**config.mk**
```make
export PLATFORM = sky130hd
export DESIGN_NAME = bconv_window_gen_flat
export DESIGN_NICKNAME = d
export VERILOG_FILES = /design/src/rtl/bconv_window_gen_if.sv /design/src/rtl/bconv_window_gen.sv /design/src/flat_wrapper.sv
export SDC_FILE = /design/constraint.sdc
export NUM_CORES = 1
export LEC_CHECK = 0
export BUFFER_PORTS_ARGS = -buffer_cell sky130_fd_sc_hd__buf_2
export CAP_MARGIN = 40
export CORE_ASPECT_RATIO = 0.7
export CORE_MARGIN = 10
export CORE_UTILIZATION = 37
export DETAILED_ROUTE_END_ITERATION = 7
export GPL_TIMING_DRIVEN = 0
export PLACE_DENSITY_LB_ADDON = 0.1
export SETUP_SLACK_MARGIN = 0.4
export SLEW_MARGIN = 20
export SYNTH_ARGS = -nofsm -noshare
export SYNTH_HDL_FRONTEND = slang
export SYNTH_SLANG_ARGS = --single-unit
export TNS_END_PERCENT = 1
```
**constraint.sdc**
```tcl
create_clock -name clk -period 1.9 [get_ports clk]
set_input_delay 0.38 -clock clk [delete_from_list [all_inputs] [get_ports clk]]
set_output_delay 0.38 -clock clk [all_outputs]
set_load 0.01 [all_outputs]
```
**src/rtl/bconv_window_gen_if.sv**
```systemverilog
// Pixel-in / window-out handshake bundle for the binary-conv window generator.
// master drives pixels and window back-pressure; slave is the generator.
interface bconv_window_gen_if;
   logic       pix_i;
   logic       pix_valid;
   logic       pix_ready;
   logic [8:0] window_o;
   logic       win_valid;
   logic       win_ready;
   logic       win_last;
   logic       frame_done;

   modport master (
      output pix_i, pix_valid, win_ready,
      input  pix_ready, window_o, win_valid, win_last, frame_done
   );

   modport slave (
      input  pix_i, pix_valid, win_ready,
      output pix_ready, window_o, win_valid, win_last, frame_done
   );
endinterface

```
**src/rtl/bconv_window_gen.sv**
```systemverilog
// 3x3 sliding-window generator over a raster-order binary image, feeding an
// XNOR-popcount convolver. Two line buffers plus a two-column shift window.
//
// state     | meaning
// ST_STREAM | normal streaming, pixels accepted when the output slot is free
// ST_DRAIN  | last window of the frame pending, pixel input held off
module bconv_window_gen #(
   parameter int INPUT_H = 28,
   parameter int INPUT_W = 28
) (
   input logic               clk,
   input logic               rst,
   bconv_window_gen_if.slave bus
);
   localparam int            CW       = $clog2(INPUT_W);
   localparam int            RW       = $clog2(INPUT_H);
   localparam logic [CW-1:0] COL_LAST = CW'(INPUT_W - 1);
   localparam logic [RW-1:0] ROW_LAST = RW'(INPUT_H - 1);
   localparam logic [CW-1:0] COL_TWO  = CW'(2);
   localparam logic [RW-1:0] ROW_TWO  = RW'(2);

   typedef enum logic {
      ST_STREAM = 1'b0,
      ST_DRAIN  = 1'b1
   } state_t;

   state_t             r_state;
   logic [CW-1:0]      r_col;
   logic [RW-1:0]      r_row;
   logic [INPUT_W-1:0] r_lb1;
   logic [INPUT_W-1:0] r_lb2;
   logic [2:0]         r_c1;
   logic [2:0]         r_c2;
   logic [8:0]         r_window;
   logic               r_win_valid;
   logic               r_win_last;
   logic               r_frame_done;

   logic               w_pix_ready;
   logic               w_accept;
   logic               w_handshake;
   logic               w_emit;
   logic               w_last_pix;
   logic [2:0]         w_c0;
   logic [8:0]         w_window;

   assign w_pix_ready = (r_state == ST_STREAM) && (!r_win_valid || bus.win_ready);
   assign w_accept    = bus.pix_valid && w_pix_ready;
   assign w_handshake = r_win_valid && bus.win_ready;

   // Columns are {row-2, row-1, row}; r_c2 is col-2, r_c1 is col-1.
   assign w_c0     = {r_lb2[r_col], r_lb1[r_col], bus.pix_i};
   assign w_window = {r_c2[2], r_c1[2], w_c0[2],
                      r_c2[1], r_c1[1], w_c0[1],
                      r_c2[0], r_c1[0], w_c0[0]};

   assign w_emit     = w_accept && (r_row >= ROW_TWO) && (r_col >= COL_TWO);
   assign w_last_pix = w_accept && (r_row == ROW_LAST) && (r_col == COL_LAST);

   // Line buffers need no reset: rows 0 and 1 never produce windows.
   always_ff @(posedge clk) begin
      if (w_accept) begin
         r_lb2[r_col] <= r_lb1[r_col];
         r_lb1[r_col] <= bus.pix_i;
      end
   end

   always_ff @(posedge clk) begin
      if (rst) begin
         r_state      <= ST_STREAM;
         r_col        <= '0;
         r_row        <= '0;
         r_c1         <= '0;
         r_c2         <= '0;
         r_window     <= '0;
         r_win_valid  <= 1'b0;
         r_win_last   <= 1'b0;
         r_frame_done <= 1'b0;
      end else begin
         r_frame_done <= w_handshake && r_win_last;

         if (w_accept) begin
            r_c2 <= r_c1;
            r_c1 <= w_c0;
            if (r_col == COL_LAST) begin
               r_col <= '0;
               r_row <= (r_row == ROW_LAST) ? '0 : r_row + 1'b1;
            end else begin
               r_col <= r_col + 1'b1;
            end
         end

         // A new window can only be loaded when the slot is free or handing off.
         if (w_emit) begin
            r_window    <= w_window;
            r_win_valid <= 1'b1;
            r_win_last  <= w_last_pix;
         end else if (w_handshake) begin
            r_win_valid <= 1'b0;
            r_win_last  <= 1'b0;
         end

         case (r_state)
            ST_STREAM: if (w_last_pix) r_state <= ST_DRAIN;
            ST_DRAIN:  if (w_handshake && r_win_last) r_state <= ST_STREAM;
            default:   r_state <= ST_STREAM;
         endcase
      end
   end

   assign bus.pix_ready  = w_pix_ready;
   assign bus.window_o   = r_window;
   assign bus.win_valid  = r_win_valid;
   assign bus.win_last   = r_win_last;
   assign bus.frame_done = r_frame_done;
endmodule

```
**src/flat_wrapper.sv**
```systemverilog
// flat-port wrapper written by rule: the top's interface ports become plain ports
module bconv_window_gen_flat 
#(
   parameter int INPUT_H = 28,
   parameter int INPUT_W = 28
)
  (clk, rst, bus_pix_i, bus_pix_valid, bus_win_ready, bus_pix_ready, bus_window_o, bus_win_valid, bus_win_last, bus_frame_done);
  bconv_window_gen_if bus_i ();
  input logic clk;
  input logic rst;
  input wire logic [$bits(bus_i.pix_i)-1:0] bus_pix_i;
  input wire logic [$bits(bus_i.pix_valid)-1:0] bus_pix_valid;
  input wire logic [$bits(bus_i.win_ready)-1:0] bus_win_ready;
  output wire logic [$bits(bus_i.pix_ready)-1:0] bus_pix_ready;
  output wire logic [$bits(bus_i.window_o)-1:0] bus_window_o;
  output wire logic [$bits(bus_i.win_valid)-1:0] bus_win_valid;
  output wire logic [$bits(bus_i.win_last)-1:0] bus_win_last;
  output wire logic [$bits(bus_i.frame_done)-1:0] bus_frame_done;
  assign bus_i.pix_i = bus_pix_i;
  assign bus_i.pix_valid = bus_pix_valid;
  assign bus_i.win_ready = bus_win_ready;
  assign bus_pix_ready = bus_i.pix_ready;
  assign bus_window_o = bus_i.window_o;
  assign bus_win_valid = bus_i.win_valid;
  assign bus_win_last = bus_i.win_last;
  assign bus_frame_done = bus_i.frame_done;
  bconv_window_gen #(.INPUT_H(INPUT_H), .INPUT_W(INPUT_W)) u_core (.clk(clk), .rst(rst), .bus(bus_i));
endmodule
```
; Yosys cells after proc, flatten, opt, wreduce, memory -nomap -nowiden
; Cells that the tools add are included.
[totals]
reg_bits = 85
inputBits = 5
output_inout_bits = 13
wordCells = 49
[classes]
add_sub_neg = 2
order_cmp = 4
n_eq_ne = 2
mux = 16
n_bitwise = 1
n_reduce_logical = 13
[ops]
columns = op, count
row1 = $bwmux W28, 2
row2 = $add A5 B1 Y5 const B, 2
row3 = $bmux W1 S5, 2
row4 = $eq A5 B5 Y1 const B, 2
row5 = $ge A5 B2 Y1 const B, 2
row6 = $mux W5, 2
row7 = $logic_and A1 B1 Y1, 9
row8 = $mux W1, 8
row9 = $lt A5 B6 Y1 const B, 1
row10 = $demux W1 S5, 1
row11 = $ge A5 B1 Y1 const B, 1
row12 = $pmux W1 S2, 1
row13 = $reduce_and A2 Y1, 1
row14 = $reduce_bool A2 Y1, 1
row15 = $logic_not A1 Y1, 1
row16 = $logic_or A1 B1 Y1, 1
row17 = $not A1 Y1, 1

; Depth between registers and ports, before layout
[depth]
depth_word = 8
ltp_mapped = 8
mapped_depth_nobuf = 7

; Worst setup path before layout
; No wires, ideal clock.
[synth_path]
kind = register -> register
from = register u_core.r_col[0]
to = register u_core.r_lb2[0] (data pin)
setup_ns = 0.334
arrival_time_ns = 1.697
slack_ns = -0.131
path_stages_with_launch = 8
path_buffers = 2
cell_sequence = dfxtp_1 buf_6 buf_6 mux2i_1 a2bb2oi_1 nand3_1 a311oi_2 inv_1
[synth_lines]
columns = item, line
row1 = start: declaration, bconv_window_gen.sv:28  ; logic [CW-1:0] r_col;
row2 = start signal: assignment, bconv_window_gen.sv:89  ; r_col <= r_col + 1'b1;
row3 = $bmux W1 S5, n/a
row4 = $mux W1, n/a
row5 = via u_core.w_c0[1], bconv_window_gen.sv:44  ; logic [2:0] w_c0;
row6 = $bwmux W28, bconv_window_gen.sv:63  ; r_lb2[r_col] <= r_lb1[r_col];
row7 = end signal: indexed assignment, bconv_window_gen.sv:63
row8 = end: declaration, bconv_window_gen.sv:31  ; logic [INPUT_W-1:0] r_lb2;
; The timed path passes the listed nets, and every way through them passes these cells. The select of a mux whose other input is x is not followed.
; A chain may end at the register's enable or synchronous reset.

; Worst setup path after layout
[layout_path]
from = register u_core.r_col[1]
to = register u_core.r_lb2[20] (data pin)
[layout_via]
elab_chain_len = 5
[layout_rtl]
columns = item, line
row1 = $lt A5 B6 Y1 (not written as such) or $ge A5 B1 Y1 (tied branches), bconv_window_gen.sv:63
row2 = $logic_and A1 B1 Y1 (not written as such), bconv_window_gen.sv:63
row3 = $mux W1 (not written as such), bconv_window_gen.sv:63
row4 = $demux W1 S5, n/a
row5 = $bwmux W28 (*), bconv_window_gen.sv:63
; Mark *: on every way between the ends. The rest lies on a longest branch, timed or not. The select of a mux whose other input is x is not followed.

==> results.py <==
metrics = {
    "status": {
        "outcome": "complete, but fails checks",
        "violations": "setup timing",
    },
    "detailed_routing": {
        "ant_nets": 0,
        "drt-initial-drc-count": 120,
        "vias_per_cell": 5.15,
        "drc_errors": 0,
        "wl_per_cell_um": 18.5,
        "dr.pass1.iters": 4,
        "vias": 2448,
        "wl_mm": 8.79,
    },
    "layout": {
        "final_nets": 353,
        "final_area_mm2": 0.00494,
        "fin_util": 0.508,
        "layout-drive-gt1-share": 0.421,
        "stdcell_count": 475,
        "area_delta_synth_final_pct": 33.7,
        "diodes": 0,
    },
    "yosys": {
        "syn-cell-area_mm2": 0.00369,
        "synth_cells": 294,
        "async_flop_share": 0,
        "synth_ff_type": "edfxtp_1",
        "synthDistinctLibCells": 50,
        "ys_seq_elements": 85,
        "synth_edf_count": 56,
        "yosys_warnings": 0,
        "synth_largest_area_cell": "edfxtp_1",
        "synth.net_count": 305,
        "avgSynthCellArea_um2": 12.6,
        "synth_area_leaders": "edfxtp_1, dfxtp_1, mux2i_1",
        "seq_area_frac_synth": 0.613,
        "synth_top_cell_area_share": 0.455,
    },
    "cts": {
        "htree_levels": 3,
        "cts_tree": "done",
        "cts_buffers": 9,
        "cts_hold_buf": 0,
        "clk_latency_ns": 0.33,
        "clk_pin_slew_worst_paths_ns": 0.06,
        "clock-sinks": 85,
        "cts_buffer_depth": 2,
        "cts_root_buf": "clkbuf_16",
    },
    "critical_path": {
        "cp_max_fo": 7,
        "critPathMaxStageDelay_ns": 0.35,
        "worstSetupPathType": "reg -> reg",
        "reg2reg_from": "u_core.r_col[1]",
        "path_common_cell": "buf_6",
        "path_cells": "buf_6 -> buf_8 -> mux2_4 -> nand3_2 -> nand4_1 -> a311oi_4 -> buf_6 -> buf_6 -> inv_6",
        "r2r_slack_ns": -0.14,
        "crit_arrival_ns": 2.13,
        "r2r_cells": 9,
        "start_kind": "register",
        "r2r-end": "u_core.r_lb2[20]",
        "worstPathRequired_ns": 1.99,
        "cp_slowest_cell": "a311oi_4",
        "cp-end-kind": "register",
    },
    "floorplan": {
        "ios": 18,
        "rows": 30,
        "die_area_mm2": 0.0144,
        "die_x_um": 139,
        "chipHeight_um": 104,
        "core_area_mm2": 0.00972,
        "initial_core_util": 0.380,
    },
    "run": {
        "drv_cap": 0,
    },
    "global_routing": {
        "grt_overflow": 0,
        "grt_pass1_wl_mm": 13.9,
        "grt_max_degree": 31,
        "grt_pass1_vias": 2428,
        "grt.total_usage": 0.122,
        "antenna_found_initial": 0,
    },
    "placement": {
        "place_area_mm2": 0.00395,
        "io_buffers": 16,
        "placed_cells": 438,
        "post-place-ws_ns": -0.507,
        "dp_hpwl_mm": 5.68,
        "gp_congestion": 0.782,
    },
    "timing": {
        "finalCritPeriodShare": 1.07,
        "rsz0062_at_grt": "yes",
        "fin_skew_ns": 0.00506,
        "drv_slew": 0,
        "fmax_mhz": 491,
        "finalSetupViolations": 31,
        "setup_slack_ns": -0.139,
        "relSlewSlack": 0.577,
        "worst_slew_pin_slew_ns": 0.635,
        "period_minus_slack_ns": 2.04,
        "finalHoldViolCount": 0,
    },
    "pwr": {
        "cellPowerDensity_mw_per_mm2": 840,
        "power_leakage_nw": 1.64,
        "irDropWorstVdd_v": 0.000468,
    },
    "min_path": {
        "worstHoldStart": "bus_win_ready",
        "worst_hold_path.num_cells": 3,
        "hold_path_class": "in -> reg",
        "whs_endpoint": "u_core.bus.frame_done",
    },
}
synthesized netlist by cell type (all sizes together), types with 6 or more instances:
master  number
nor3         6
mux2         6
mux2i       23
ha           6
a21oi       13
dfxtp       29
nand2       24
inv          6
buf         10
edfxtp      56
nor2        49
nand3       10
stage by stage:
step	hold WS, ns	TNS, ns	power [mW]
after CTS	0.362	-3.98	4.16
after detailed placement	0.450	-32.05	2.29
after floorplan	0.436	0	2.21
after global placement	0.447	-29.57	2.29
final	0.375	-3.13	4.15
after global routing	0.394	-5.61	4.30
cell families (layout without fill, tap and decap cells):
family          count (synthesis)  in the layout  share of synthesized area
simple gates                  115            115                      0.155
flops                          85             85                      0.613
compound gates                 33             33                     0.0691
mux                            33             33                      0.106
buf+inv                        21             74                     0.0349
fa+ha+maj                       6              6                     0.0203
xor+xnor                        1              1                    0.00237
flip-flops by register name (all words and copies together), names as in the netlist:
signal and cells:
u_core.r_row 5, u_core.r_col 5, u_core.bus.frame_done 1, u_core.bus.win_last 1, u_core.r_c2 3, u_core.r_lb1 28, u_core.r_state 1, u_core.r_lb2 28
u_core.r_c1 3, u_core.bus.window_o 9, u_core.bus.win_valid 1
worst max-delay path by stage:
stage                          startpoint                to  depth (start not counted)
after floorplan           u_core.r_col[0]   u_core.r_lb2[0]                          7
after global placement    u_core.r_col[0]  u_core.r_lb2[25]                          7
after detailed placement  u_core.r_col[0]  u_core.r_lb2[25]                          7
after CTS                 u_core.r_col[1]  u_core.r_lb2[18]                          7
after global routing      u_core.r_col[1]  u_core.r_lb2[15]                         10
final                     u_core.r_col[1]  u_core.r_lb2[20]                          9
per-layer routing:
metal,vias to the layer above,share of wire,track usage
met4,0,0.010,0.0357
met2,35,0.44,0.172
met5,-,0,0
met3,9,0.030,0.0379
met1,1222,0.52,0.174
li1,1182,-,-
critical path: cells and delay by family (launching register included):
kind                   cells  cell delay, ns
flip-flops                 1            0.34
AO/OA/AOI/OAI              1            0.35
buffers and inverters      5            0.57
multiplexers               1            0.31
AND/OR/NAND/NOR            2            0.22
power breakdown:
part	switching [mW]	internal, mW
registers	0.0108	2.00
clock network	0.657	1.09
logic	0.222	0.165
total	0.890	3.26
layout make-up:
type	count	area [um2]
plain buffers	15	181
clock buffers	12	258
clock inverters	4	45.0
fillers	825	4780
inverters	6	38.8
multi-input cells	188	1710
flip-flops and latches	85	2280
well taps	128	160
repair buffers	35	254
repair inverters	2	15.0
layout by cell type, fill, tap and decap left out, types with 4 or more instances in the layout:
cell and instances:
buf_4 14, mux2_2 5, buf_6 9, nor2_4 21
a21oi_1 11, mux4_2 4, nand2_1 19, clkbuf_16 12
edfxtp_1 56, nor2_1 25, buf_2 17, mux2i_1 20
clkbuf_1 5, nand3_1 6, dfxtp_1 24
repair_timing:
item	in CTS	in global routing
setup endpoints to repair	112	104
buffers inserted	16	3
gates cloned	2	0
resized for setup	83	44
pin swaps	23	43
Note: power is estimated with default switching activity, not from simulation.
